===== src/rtl/uart_tx_buffered.sv =====
// ---------------------------------------------------------------------------
// uart_tx_buffered
//
// Buffered 8N1 UART transmitter. Bytes offered by the CPU are queued in a
// small circular FIFO and shifted out LSB first on a registered serial line
// at ClockFreq / BaudRate clocks per bit (integer-truncated).
//
// Handshake: a byte is taken at a rising CLK edge where DataInValid and
// DataInReady are both 1. DataInReady is derived from the registered count,
// so it never depends combinationally on DataInValid; offering a byte while
// DataInReady is 0 is simply ignored (no overwrite, no error). Holding
// DataInValid high queues one byte per ready cycle.
//
// Ports:
//   CLK          in   1               only clock
//   reset        in   1               asynchronous, active low
//   DataIn       in   8               byte to transmit
//   DataInValid  in   1               byte offered this cycle
//   DataInReady  out  1               FIFO has room (count < Depth)
//   SOut         out  1               serial line, registered, idle high
//   TxCount      out  clog2(Depth)+1  bytes queued, excluding the one shifting
//   Busy         out  1               frame in progress or bytes queued
//   o_dbg_state  out  1               FSM state (0 = IDLE, 1 = SEND)
// ---------------------------------------------------------------------------
module uart_tx_buffered #(
    parameter int ClockFreq = 100_000_000,
    parameter int BaudRate  = 115_200,
    parameter int Depth     = 4
) (
    input  logic                     CLK,
    input  logic                     reset,
    input  logic [7:0]               DataIn,
    input  logic                     DataInValid,
    output logic                     DataInReady,
    output logic                     SOut,
    output logic [$clog2(Depth):0]   TxCount,
    output logic                     Busy,
    output logic                     o_dbg_state
);

    localparam int BitTime = ClockFreq / BaudRate;
    localparam int AW      = $clog2(Depth);
    localparam int CW      = AW + 1;
    localparam int BCW     = (BitTime > 1) ? $clog2(BitTime) : 1;

    typedef enum logic {
        ST_IDLE = 1'b0,
        ST_SEND = 1'b1
    } state_t;

    state_t         r_state;
    state_t         w_state_next;

    logic [7:0]     r_mem [Depth];
    logic [AW-1:0]  r_wptr;
    logic [AW-1:0]  r_rptr;
    logic [CW-1:0]  r_count;

    logic [9:0]     r_shift;
    logic [3:0]     r_bit;
    logic [BCW-1:0] r_baud;
    logic           r_sout;

    logic           w_ready;
    logic           w_push;
    logic           w_pop;
    logic           w_baud_end;
    logic           w_last_bit;
    logic           w_sout_next;

    assign w_ready    = (r_count < CW'(Depth));
    assign w_push     = DataInValid && w_ready;
    // The head is popped only from IDLE, so the count is at least 1 before
    // any edge that pops.
    assign w_pop      = (r_state == ST_IDLE) && (r_count != '0);
    assign w_baud_end = (r_baud == BCW'(BitTime - 1));
    assign w_last_bit = (r_bit == 4'd9);

    // ---------------- FIFO ----------------
    // Payload storage carries no reset: its contents are only ever read
    // behind a nonzero count.
    always_ff @(posedge CLK) begin
        if (w_push) begin
            r_mem[r_wptr] <= DataIn;
        end
    end

    always_ff @(posedge CLK or negedge reset) begin
        if (!reset) begin
            r_wptr  <= '0;
            r_rptr  <= '0;
            r_count <= '0;
        end else begin
            if (w_push) begin
                r_wptr <= r_wptr + AW'(1);
            end
            if (w_pop) begin
                r_rptr <= r_rptr + AW'(1);
            end
            case ({w_push, w_pop})
                2'b10:   r_count <= r_count + CW'(1);
                2'b01:   r_count <= r_count - CW'(1);
                default: r_count <= r_count;
            endcase
        end
    end

    // ---------------- FSM: state register ----------------
    always_ff @(posedge CLK or negedge reset) begin
        if (!reset) begin
            r_state <= ST_IDLE;
            r_sout  <= 1'b1;
        end else begin
            r_state <= w_state_next;
            r_sout  <= w_sout_next;
        end
    end

    // ---------------- FSM: next state ----------------
    always_comb begin
        w_state_next = r_state;
        case (r_state)
            ST_IDLE: begin
                if (w_pop) begin
                    w_state_next = ST_SEND;
                end
            end
            ST_SEND: begin
                // Stop bit has been held its full BitTime.
                if (w_baud_end && w_last_bit) begin
                    w_state_next = ST_IDLE;
                end
            end
            default: w_state_next = ST_IDLE;
        endcase
    end

    // ---------------- FSM: outputs ----------------
    // SOut is registered, so its next value is the bit the shifter will
    // present after this edge: 0 on a load, the next shifter bit on a bit
    // boundary, and idle high once the stop bit ends.
    always_comb begin
        w_sout_next = 1'b1;
        case (r_state)
            ST_IDLE: begin
                w_sout_next = w_pop ? 1'b0 : 1'b1;
            end
            ST_SEND: begin
                if (w_baud_end) begin
                    w_sout_next = w_last_bit ? 1'b1 : r_shift[1];
                end else begin
                    w_sout_next = r_shift[0];
                end
            end
            default: w_sout_next = 1'b1;
        endcase
    end

    // ---------------- shifter and counters ----------------
    always_ff @(posedge CLK or negedge reset) begin
        if (!reset) begin
            r_shift <= '1;
            r_bit   <= '0;
            r_baud  <= '0;
        end else if (w_pop) begin
            r_shift <= {1'b1, r_mem[r_rptr], 1'b0};
            r_bit   <= '0;
            r_baud  <= '0;
        end else if (r_state == ST_SEND) begin
            if (w_baud_end) begin
                r_baud  <= '0;
                r_shift <= {1'b1, r_shift[9:1]};
                r_bit   <= r_bit + 4'd1;
            end else begin
                r_baud  <= r_baud + BCW'(1);
            end
        end
    end

    assign DataInReady = w_ready;
    assign TxCount     = r_count;
    assign SOut        = r_sout;
    assign Busy        = (r_state == ST_SEND) || (r_count != '0);
    assign o_dbg_state = (r_state == ST_SEND);

endmodule


===== config.mk =====
export PLATFORM = sky130hd
export DESIGN_NAME = uart_tx_buffered
export DESIGN_NICKNAME = d
export VERILOG_FILES = /design/src/rtl/uart_tx_buffered.sv
export SDC_FILE = /design/constraint.sdc
export NUM_CORES = 1
export LEC_CHECK = 0
export CAP_MARGIN = 20
export CORE_MARGIN = 2
export CORE_UTILIZATION = 55
export DETAILED_ROUTE_END_ITERATION = 7
export PLACE_DENSITY = 0.82
export SKIP_CTS_REPAIR_TIMING = 1
export SYNTH_ARGS = -nofsm -noshare
export SYNTH_HDL_FRONTEND = slang
export SYNTH_SLANG_ARGS = --single-unit
export TNS_END_PERCENT = 100

===== constraint.sdc =====
create_clock -name CLK -period 2.8 [get_ports CLK]
set_input_delay 0.56 -clock CLK [delete_from_list [all_inputs] [get_ports CLK]]
set_output_delay 0.56 -clock CLK [all_outputs]
set_load 0.01 [all_outputs]

Word level (Yosys, flattened, before mapping). Memory sizes are Yosys's and may differ from the RTL's. Cells that the tools add are included.

Flip-flop bits (word level): 33. Bits in writable memories: 32. Bits of input ports: 11. Output and inout bits: 7. Logic and storage cells: 49. Memories kept: 1.

Memory list: r_mem (words 4, width 8, rd ports 1, clocked after memory_dff 0, write ports 1, RTL line 54) `logic [7:0] r_mem [Depth];`.

Add/subtract/negate cells: 6. $lt $le $gt $ge: 1. Equal/unequal tests: 4. Mux-type cells: 19. Bitwise gates (word level): 1. Reductions and logical operators: 9.

Operators by type and width (count): 10-bit 2-to-1 mux (6); 4-bit 2-to-1 mux (3); 10-bit by 1-bit adder with 10-bit output (second input constant) (1); 10-bit == test (second input constant) (1); 1-bit 2-to-1 mux (7); 3-bit case mux with 2 select lines (1); 2-bit nonzero test (3); 2-bit by 1-bit adder with 2-bit output (second input constant) (2); 4-bit by 1-bit adder with 4-bit output (second input constant) (1); 4-bit == test (second input constant) (1); 1-bit case mux with 2 select lines (2); 3-bit by 1-bit adder with 3-bit output (second input constant) (1); 1-bit logical AND (3); 3-bit < comparator (second input constant) (1); 3-bit nonzero test (1); 3-bit by 1-bit subtractor with 3-bit output (second input constant) (1); 2-bit by 1-bit == test with 1-bit output (second input constant) (1); 2-bit == test (second input constant) (1); 2-bit AND reduction (1); 1-bit logical OR (1); 1-bit NOT (1).

Longest topological paths before layout.
Depth in word-level cells: 4. Gate-level depth with buffers: 9. Gate-level depth less buffers: 8.

Worst setup path after synthesis. OpenSTA, ideal clock, no wires.

Path kind: input-to-reg. From: input DataInValid. To: register r_count[2], in the netlist TxCount[2]. Arrival time: 1.830 ns. Required time: 2.720 ns. Slack: 0.890 ns. Cell stages on the path: 9. Path buffers: 1. Cells stage by stage: nor2b_1 -> clkbuf_1 -> inv_1 -> ha_1 -> inv_1 -> fa_1 -> xor2_1 -> nor2_1 -> xnor2_1.

Word-level cells in the longest chain between the ends: 3. Elaborated cells on any way between the ends: 5. Classes of those cells: eq/ne: 2; mux: 1; reduce/logical: 2.

RTL lines: start: declaration (RTL line 33) `input logic DataInValid,`; 1-bit logical AND * (RTL line 72) `assign w_push = DataInValid && w_ready;`; 2-bit by 1-bit == test with 1-bit output / 2-bit == test (equally long branches) (RTL line 100) `case ({w_push, w_pop})`; 3-bit case mux with 2 select lines / 2-bit nonzero test (equally long branches); end signal: assignment (RTL line 101) `2'b10: r_count <= r_count + CW'(1);`; end signal: assignment (RTL line 102) `2'b01: r_count <= r_count - CW'(1);`; end signal: assignment (RTL line 103) `default: r_count <= r_count;`; end: declaration (RTL line 57) `logic [CW-1:0] r_count;`.

Mark *: on every way between the ends. The rest lies on a longest branch, timed or not. A chain may end at the register's enable or synchronous reset.

Worst setup path after layout.
From: register r_state, in the netlist o_dbg_state. To: output Busy.

Word-level cells in the longest chain between the ends: 1.

RTL lines: start: declaration (RTL line 51) `state_t r_state;`; start signal: assignment (RTL line 114) `r_state <= w_state_next;`; 1-bit logical OR (RTL line 183) `assign Busy = (r_state == ST_SEND) || (r_count != '0);`; end: declaration (RTL line 37) `output logic Busy,`.

Every way passes these cells.

==> results.toml <==
[status]
status = "finished clean"

[power]
leakagePower_uw = 0.00123
irDropWorstVdd_mv = 0.500
power.total_uw = 2490
pwr_density_cell_mw_per_mm2 = 757

[clock_tree]
cts_buffers = 9
clock_sinks = 64
htreeDepth = 3
cts_tree = "done"
cts.clk_slew.worst_paths_ns = 0.07
cts-root-buf = "clkbuf_8"
clk_latency_ns = 0.34
cts_buffer_depth = 2

[worst_setup_path]
critPathArrivalTime_ns = 1.86
crit_slowest_cell = "clkdlybuf4s50_1"
cp-start-kind = "register"
critPathMaxFanout = 11
critPathKind = "register to output port"
r2r_slack_ns = 0.70
required_ns = 2.24
end_kind = "output port"
critical_path.cell_chain = "buf_4 -> nor4_4 -> inv_1 -> clkdlybuf4s50_1"
cpPeakStageDelay_ns = 0.50

[place]
dp_hpwl_um = 3220
gp_congestion = 0.809
port_buffers = 17

[final_layout]
drive_above_1_share_pct = 19.6
final_common_cell = "edfxtp_1"
nNetsFinal = 245
area_delta_synth_final_pct = 14.3
final_cell_mix = "32 x edfxtp_1, 22 x dfrtp_1, 17 x clkdlybuf4s50_1"
n_antenna_cell = 0

[drt]
first_pass_iters = 4
via_per_inst = 5.67
via_count = 1702
drtIter0Drc = 84
wl_per_cell_um = 15.5
drc = 0
drt-total-wl_um = 4650
drtAntennaViolNets = 0

[sta]
finalCriticalPeriod_ns = 2.42
rsz0062_at_grt = "no"
tns_ns = 0
skew_ns = 0.00655
finalSetupViolCount = 0
worst_pin_slew_ns = 0.546
maxClockFrequency_mhz = 414
period_share_pct = 86.3
relSlewSlack_pct = 63.6
finalMaxSlewViolations = 0
hold_viol_final = 0

[floorplanning]
ios = 18
fp-row-count = 26
start_util_pct = 56.8
die_w_um = 76.4
design.core.area_sq_mm = 0.00507
dieArea_sq_mm = 0.00583
die_h_um = 76.4

[grt]
grt-ovfl-total = 0
grt_max_degree = 33
antenna_found_initial = 0
grt_use_total_pct = 18.5
grt_pass1_vias = 1734
grt_pass1_wl_um = 8230

[synth]
synthesis.area_per_instance_sq_um = 14.2
synthTopCellsByArea = "edfxtp_1 33%, dfrtp_1 19%, dfstp_2 9.1%, mux4_2 6.3%, ha_1 3.5%"
syn_area_sq_mm = 0.00288
yosys.area.top_type = "edfxtp_1"
yosysSeqAreaShare_pct = 61.6
synthFlopType = "edfxtp_1"
synth_cell_types = 40
async_reset_ff_share_pct = 50.0
syn-num-nets = 223
ys_warn_count = 0
syn_inst = 203
synth_top_area_share_pct = 33.4
yosys_register_bits = 64
synth_edf_count = 32

[job]
maxCapViolCount = 0

[hold_path]
hp-class = "register to register"
[routing by layer]
| metal | global-route usage [%] | up-vias | wire [um] |
|---|---|---|---|
| li1 | - | 804 | - |
| met1 | 22.3 | 857 | 2060 |
| met2 | 29.6 | 39 | 2390 |
| met3 | 7.82 | 2 | 172 |
| met4 | 7.27 | 0 | 25 |
| met5 | 0 | - | 0 |
[worst paths after layout]
kind | start | endpoint | depth (start not counted)
min in group asynchronous | reset | r_baud[7] | 2
worst max register to register | o_dbg_state | TxCount[2] | 9
max in group asynchronous | reset | r_shift[2] | 2
worst min register to register | r_shift[0] | r_shift[0] | 2
worst min-delay path | r_shift[0] | r_shift[0] | 2
worst max-delay path | o_dbg_state | Busy | 4
[through the flow]
| stage | hold WS (ns) | cells | util [%] | instance area [sq um] | setup WS [ns] |
|---|---|---|---|---|---|
| floorplan | 0.264 | 203 | - | 2880 | 0.890 |
| global placement | 0.455 | 284 | 61.2 | 3110 | 0.626 |
| detailed placement | 0.465 | 284 | 61.2 | 3110 | 0.516 |
| CTS | 0.475 | 300 | 64.9 | 3290 | 0.354 |
| global route | 0.489 | 300 | 64.9 | 3290 | 0.247 |
| finish | 0.473 | 300 | 64.9 | 3290 | 0.384 |
[cell usage after synthesis (all sizes together), types with 3 or more instances]
cell type	number
or3	3
nand2	12
o21ai	10
clkbuf	4
and2	4
nor2	7
ha	8
mux2i	3
mux4	8
edfxtp	32
a21oi	6
buf	7
xnor2	4
o21a	7
nand4	5
inv	13
dfrtp	22
dfstp	10
nand3	9
o32a	8
[logic make-up (layout without fill, tap and decap cells)]
logic type,after synthesis,in the layout,synth area share (%)
mux,12,12,7.69
buf+inv,24,51,4.13
compound gates,39,39,9.99
fa+ha+maj,9,9,4.17
simple gates,49,49,10.6
xor+xnor,6,6,1.82
flops,64,64,61.6
[state kept, by name, summed over array words and instances, names as in the netlist]
| register | cells |
|---|---|
| r_shift | 9 |
| r_baud | 10 |
| r_mem | 32 |
| o_dbg_state | 1 |
| r_bit | 4 |
| r_rptr | 2 |
| TxCount | 3 |
| r_wptr | 2 |
| SOut | 1 |
[final cells by class]
| cell class | instances | area, sq um |
|---|---|---|
| Inverter | 13 | 48.8 |
| Sequential cell | 64 | 1770 |
| Tap cell | 70 | 87.6 |
| Clock inverter | 6 | 60.1 |
| Fill cell | 393 | 1780 |
| Timing Repair Buffer | 22 | 208 |
| Multi-Input combinational cell | 115 | 987 |
| Clock buffer | 10 | 128 |
[worst max-delay path: cells and delay by family, from the launching register on]
family | cells | cell delay, ns
flip-flops | 1 | 0.38
buffers and inverters | 3 | 0.81
AND/OR/NAND/NOR | 1 | 0.32
[where the power goes]
group          leakage, uW  switching (uW)  internal, uW  total [uW]
clock            0.0000937             345           406         751
combinational     0.000461             211           220         431
sequential        0.000673             152          1160        1310
Note: power is estimated with default switching activity, not from simulation.
